**src/rtl/sc_mem_access_ctrl.sv**
```systemverilog
// Data-memory access sequencer: turns MIR RD/WR into a req/ack memory transaction,
// stalls the microsequencer until it completes, and flags illegal or timed-out accesses.
module sc_mem_access_ctrl #(
  parameter int unsigned DATAWIDTH_ADDR    = 32,
  parameter int unsigned DATAWIDTH_DATA    = 32,
  parameter int unsigned TIMEOUT_CYCLES    = 15,
  parameter int unsigned DATAWIDTH_TIMEOUT = 4
) (
  input  logic                      SC_MemCtrl_CLOCK_50,
  input  logic                      SC_MemCtrl_RESET_InHigh,
  input  logic                      SC_MemCtrl_Read_In,
  input  logic                      SC_MemCtrl_Write_In,
  input  logic [DATAWIDTH_ADDR-1:0] SC_MemCtrl_Addr_InBUS,
  input  logic [DATAWIDTH_DATA-1:0] SC_MemCtrl_WrData_InBUS,
  input  logic                      SC_MemCtrl_ErrorClear_In,
  input  logic                      SC_MemCtrl_Mem_Ack_In,
  input  logic [DATAWIDTH_DATA-1:0] SC_MemCtrl_Mem_RdData_InBUS,
  output logic                      SC_MemCtrl_Mem_Req_Out,
  output logic                      SC_MemCtrl_Mem_We_Out,
  output logic [DATAWIDTH_ADDR-1:0] SC_MemCtrl_Mem_Addr_OutBUS,
  output logic [DATAWIDTH_DATA-1:0] SC_MemCtrl_Mem_WrData_OutBUS,
  output logic [DATAWIDTH_DATA-1:0] SC_MemCtrl_RdData_OutBUS,
  output logic                      SC_MemCtrl_Stall_Out,
  output logic                      SC_MemCtrl_Error_Out
);

  typedef enum logic [1:0] {
    StIdle,
    StReq,
    StDone
  } stateT;

  // Last wait-count value at which a missing Ack becomes a timeout.
  localparam logic [DATAWIDTH_TIMEOUT-1:0] WaitLast = DATAWIDTH_TIMEOUT'(TIMEOUT_CYCLES - 1);
  localparam logic [DATAWIDTH_TIMEOUT-1:0] WaitOne  = DATAWIDTH_TIMEOUT'(1);

  stateT                      stateQ, stateD;
  logic                       reqQ, reqD;
  logic                       weQ, weD;
  logic                       errQ, errD;
  logic [DATAWIDTH_TIMEOUT-1:0] waitQ, waitD;
  logic [DATAWIDTH_ADDR-1:0]  addrQ, addrD;
  logic [DATAWIDTH_DATA-1:0]  wrDataQ, wrDataD;
  logic [DATAWIDTH_DATA-1:0]  rdDataQ, rdDataD;
  logic                       stall;
  logic                       errSet;
  logic                       oneOp;
  logic                       bothOp;

  assign oneOp  = SC_MemCtrl_Read_In ^ SC_MemCtrl_Write_In;
  assign bothOp = SC_MemCtrl_Read_In & SC_MemCtrl_Write_In;

  always_comb begin
    stateD  = stateQ;
    weD     = weQ;
    waitD   = waitQ;
    addrD   = addrQ;
    wrDataD = wrDataQ;
    rdDataD = rdDataQ;
    errSet  = 1'b0;
    stall   = 1'b0;

    unique case (stateQ)
      StIdle: begin
        if (bothOp) begin
          errSet = 1'b1;
        end else if (oneOp) begin
          addrD   = SC_MemCtrl_Addr_InBUS;
          wrDataD = SC_MemCtrl_WrData_InBUS;
          weD     = SC_MemCtrl_Write_In;
          waitD   = '0;
          stall   = 1'b1;
          stateD  = StReq;
        end
      end
      StReq: begin
        stall = 1'b1;
        // Ack on the last allowed cycle is checked first so it beats the timeout.
        if (SC_MemCtrl_Mem_Ack_In) begin
          if (!weQ) begin
            rdDataD = SC_MemCtrl_Mem_RdData_InBUS;
          end
          stateD = StDone;
        end else if (waitQ == WaitLast) begin
          errSet = 1'b1;
          stateD = StDone;
        end else begin
          waitD = waitQ + WaitOne;
        end
      end
      StDone: begin
        // RD/WR still belong to the finished microinstruction here.
        stateD = StIdle;
      end
      default: begin
        stateD = StIdle;
      end
    endcase

    reqD = (stateD == StReq);

    if (errSet) begin
      errD = 1'b1;
    end else if (SC_MemCtrl_ErrorClear_In) begin
      errD = 1'b0;
    end else begin
      errD = errQ;
    end
  end

  always_ff @(posedge SC_MemCtrl_CLOCK_50 or posedge SC_MemCtrl_RESET_InHigh) begin
    if (SC_MemCtrl_RESET_InHigh) begin
      stateQ  <= StIdle;
      reqQ    <= 1'b0;
      weQ     <= 1'b0;
      errQ    <= 1'b0;
      waitQ   <= '0;
      addrQ   <= '0;
      wrDataQ <= '0;
      rdDataQ <= '0;
    end else begin
      stateQ  <= stateD;
      reqQ    <= reqD;
      weQ     <= weD;
      errQ    <= errD;
      waitQ   <= waitD;
      addrQ   <= addrD;
      wrDataQ <= wrDataD;
      rdDataQ <= rdDataD;
    end
  end

  assign SC_MemCtrl_Mem_Req_Out       = reqQ;
  assign SC_MemCtrl_Mem_We_Out        = weQ;
  assign SC_MemCtrl_Mem_Addr_OutBUS   = addrQ;
  assign SC_MemCtrl_Mem_WrData_OutBUS = wrDataQ;
  assign SC_MemCtrl_RdData_OutBUS     = rdDataQ;
  assign SC_MemCtrl_Stall_Out         = stall;
  assign SC_MemCtrl_Error_Out         = errQ;

endmodule

```
**config.mk**
```make
export PLATFORM = sky130hd
export DESIGN_NAME = sc_mem_access_ctrl
export DESIGN_NICKNAME = d
export VERILOG_FILES = /design/src/rtl/sc_mem_access_ctrl.sv
export SDC_FILE = /design/constraint.sdc
export NUM_CORES = 1
export LEC_CHECK = 0
export ABC_AREA = 1
export CORE_ASPECT_RATIO = 1.4
export CORE_MARGIN = 3
export CORE_UTILIZATION = 40
export DETAILED_ROUTE_END_ITERATION = 12
export GPL_TIMING_DRIVEN = 0
export MAX_ROUTING_LAYER = met4
export PLACE_DENSITY_LB_ADDON = 0.1
export SLEW_MARGIN = 20
export SYNTH_ARGS = -nofsm -noshare
export SYNTH_HDL_FRONTEND = slang
export SYNTH_SLANG_ARGS = --single-unit
```
**constraint.sdc**
```tcl
create_clock -name SC_MemCtrl_CLOCK_50 -period 3.8 [get_ports SC_MemCtrl_CLOCK_50]
set_clock_uncertainty 0.05 [all_clocks]
set_input_delay 0.57 -clock SC_MemCtrl_CLOCK_50 [delete_from_list [all_inputs] [get_ports SC_MemCtrl_CLOCK_50]]
set_output_delay 0.57 -clock SC_MemCtrl_CLOCK_50 [all_outputs]
set_load 0.01 [all_outputs]
```
==> results.toml <==
[worst_hold_path]
hold_path.startpoint = "SC_MemCtrl_Mem_Addr_OutBUS[30]"
hp-class = "reg2reg"
min_path_cells = 2

[global_routing]
grt.overflow.total = 0
grt_use_total = 0.214
grt_pass1_wl_um = 19600
first_global_vias = 4062
grt_antenna_before_repair = 0
pin_count_of_the_biggest_net_entering_global_routing = 55

[cells_and_area]
flow.area_growth_from_synthesis_pct = 60.1
core_util_final = 0.671
num_antenna_cells = 0
final_net_count = 790
post_route_cells_drive_above_1_share = 0.0682

[drt]
drt_wl_total_um = 12100
vias_per_cell = 4.76
detailroute.via_count = 3925
dr_wl_met2_um = 6380
metal1_wirelength_um = 4610
mean_routed_wirelength_per_cell_um = 14.6
routed-wl-met3_um = 805
drt_pre_antenna_iters = 4
highest_layer = "met4"
drt_first_iter_violations = 208
final_antenna_net_count = 0
detail_route.drc_violations = 0

[floorplan]
initial_core_util = 0.419
placeableCoreArea_um2 = 10100
ioPinCount = 202
die_area_um2 = 11900
rows = 43
die_width_um = 93.0
die-height_um = 128

[critical_path]
timing_worst_setup_path_type = "in2out"
rr_startpoint = "stateQ[1]"
critical_path.startpoint_type = "primary input"
crit_path_start = "SC_MemCtrl_Write_In"
cp.required_ns = 3.18
crit_fanout = 10
arrival_ns = 2.42
worst_setup_path_end_kind = "output pin"
worst-r2r-cell-count = 5

[clock_tree]
htree_levels = 3
cts.path.max_buffers = 2
cts_repair_resize_count = 0
clkTransAtPathRegs_ns = 0.06
post_cts.repair.setup_buffers = 0
insertion_delay_to_the_later_sink_of_the_worst_skew_pair_ns = 0.34
cts_buffers = 9
tritoncts = "yes"
cts-hold-fix-buffers = 0
cts-root-buf = "clkbuf_16"
tritoncts_num_sinks = 105

[synth]
dominantRegCellSynth = "dfrtp_1"
ys_types = 20
synth_edf_count = 0
synthDominantAreaCellType = "dfrtp_1"
ys_warn_count = 0
seq_area_frac_synth = 0.620
syn_avg_cell_area_um2 = 8.98
yosys-top-cells-area = "dfrtp_1 (62%), nand2_1 (19%), nand3_1 (12%), buf_2 (2.7%), ha_1 (0.89%)"
post_synth_inst_count = 472
netlist_area_pre_place_um2 = 4240
netlist_top_cells_count = "nand2_1 (209), dfrtp_1 (105), nand3_1 (103), buf_2 (23), inv_1 (6)"
synth_largest_type_area_fraction = 0.620
syn_nets = 577
post-synth-top-count-cell = "nand2_1"
async_flop_share = 1.00
yosys_register_bits = 105

[sta]
slew_headroom = 0.664
finalHoldViolations = 0
layout_worst_path_cycle_share = 0.800
rsz0062_at_grt = "no"
worst_pin_slew_ns = 0.504
period_minus_slack_ns = 3.04
hold-worst-slack_ns = 0.418
setup_viol = 0
final_max_slew_viol_count = 0
fmaxAchievable_mhz = 329
setup_slack_ns = 0.759
fin_setup_tns_ns = 0

[run]
max_cap_viol = 0

[placed_design]
dp_slack_ns = 0.750
place.detailed.hpwl_um = 9210
portBuffers = 201
gp_routability_congestion = 0.796

[pwr]
power-per-cell-area_nw_per_um2 = 753
power_leakage_nw = 3.31
power.ir.vdd_worst_mv = 0.398
fin_total_pwr_mw = 5.11

[outcome]
status = "completed"
[cell families (layout without fill, tap and decap cells)]
logic type	Yosys count	count (layout)	share of synthesized area
compound gates	3	3	0.00473
xor+xnor	1	1	0.00207
fa+ha+maj	3	3	0.00886
buf+inv	37	254	0.0405
flops	105	105	0.620
simple gates	323	323	0.324
[cell type report]
class / instances / area [um2]
flip-flops and latches: 105 / 2630
fillers: 859 / 3330
repair buffers: 202 / 2040
clock inverters: 6 / 108
well taps: 135 / 169
clock buffers: 9 / 225
inverters: 7 / 31.3
multi-input cells: 330 / 1440
plain buffers: 30 / 145
[flip-flops by register name, summed over array words and instances (netlist names)]
signal	flops
SC_MemCtrl_Error_Out	1
SC_MemCtrl_Mem_Addr_OutBUS	32
SC_MemCtrl_Mem_Req_Out	1
SC_MemCtrl_Mem_We_Out	1
SC_MemCtrl_Mem_WrData_OutBUS	32
SC_MemCtrl_RdData_OutBUS	32
stateQ	2
waitQ	4
[metrics by stage]
step | cell area (um2) | cells
after floorplan | 4240 | 472
after global placement | 6420 | 808
after detailed placement | 6450 | 809
after CTS | 6780 | 824
after global routing | 6780 | 824
final | 6780 | 824
[path summary, 6_finish.rpt]
path                                                     to  slack (ns)
max                                    SC_MemCtrl_Stall_Out        0.76
min                          SC_MemCtrl_Mem_Addr_OutBUS[30]        0.42
max reg2reg                   SC_MemCtrl_Mem_Addr_OutBUS[4]        2.36
min reg2reg                  SC_MemCtrl_Mem_Addr_OutBUS[30]        0.42
max in group asynchronous     SC_MemCtrl_Mem_Addr_OutBUS[2]        2.49
min in group asynchronous  SC_MemCtrl_Mem_WrData_OutBUS[23]        0.59
[placed cells by master (no fill, tap or decap), types with 2 or more instances in the layout]
cell type	n
nand2_1	209
clkdlybuf4s50_1	201
dfrtp_1	105
nand3_1	103
buf_2	23
clkbuf_16	9
inv_1	5
nor2_1	5
clkbuf_1	5
ha_1	3
bufinv_16	3
nor2_4	2
clkinv_2	2
[layer usage]
layer  track usage  up-vias
met5             -        -
met4        0.0759        0
met3        0.0464       21
met2         0.367      142
met1         0.246     1831
li1              -     1931
[where the power goes]
group | total, mW | internal (mW) | switching, mW
Combinational | 2.20 | 1.17 | 1.03
Sequential | 1.88 | 1.60 | 0.278
Clock | 1.03 | 0.637 | 0.391
[critical path, stage by stage]
cell and delay (ns):
clkdlybuf4s50_1 0.42, ha_1 0.35, nand2_1 0.10, buf_4 0.18, buf_2 0.18, nand2_1 0.07, clkdlybuf4s50_1 0.55
(Power assumes the default switching activity.)
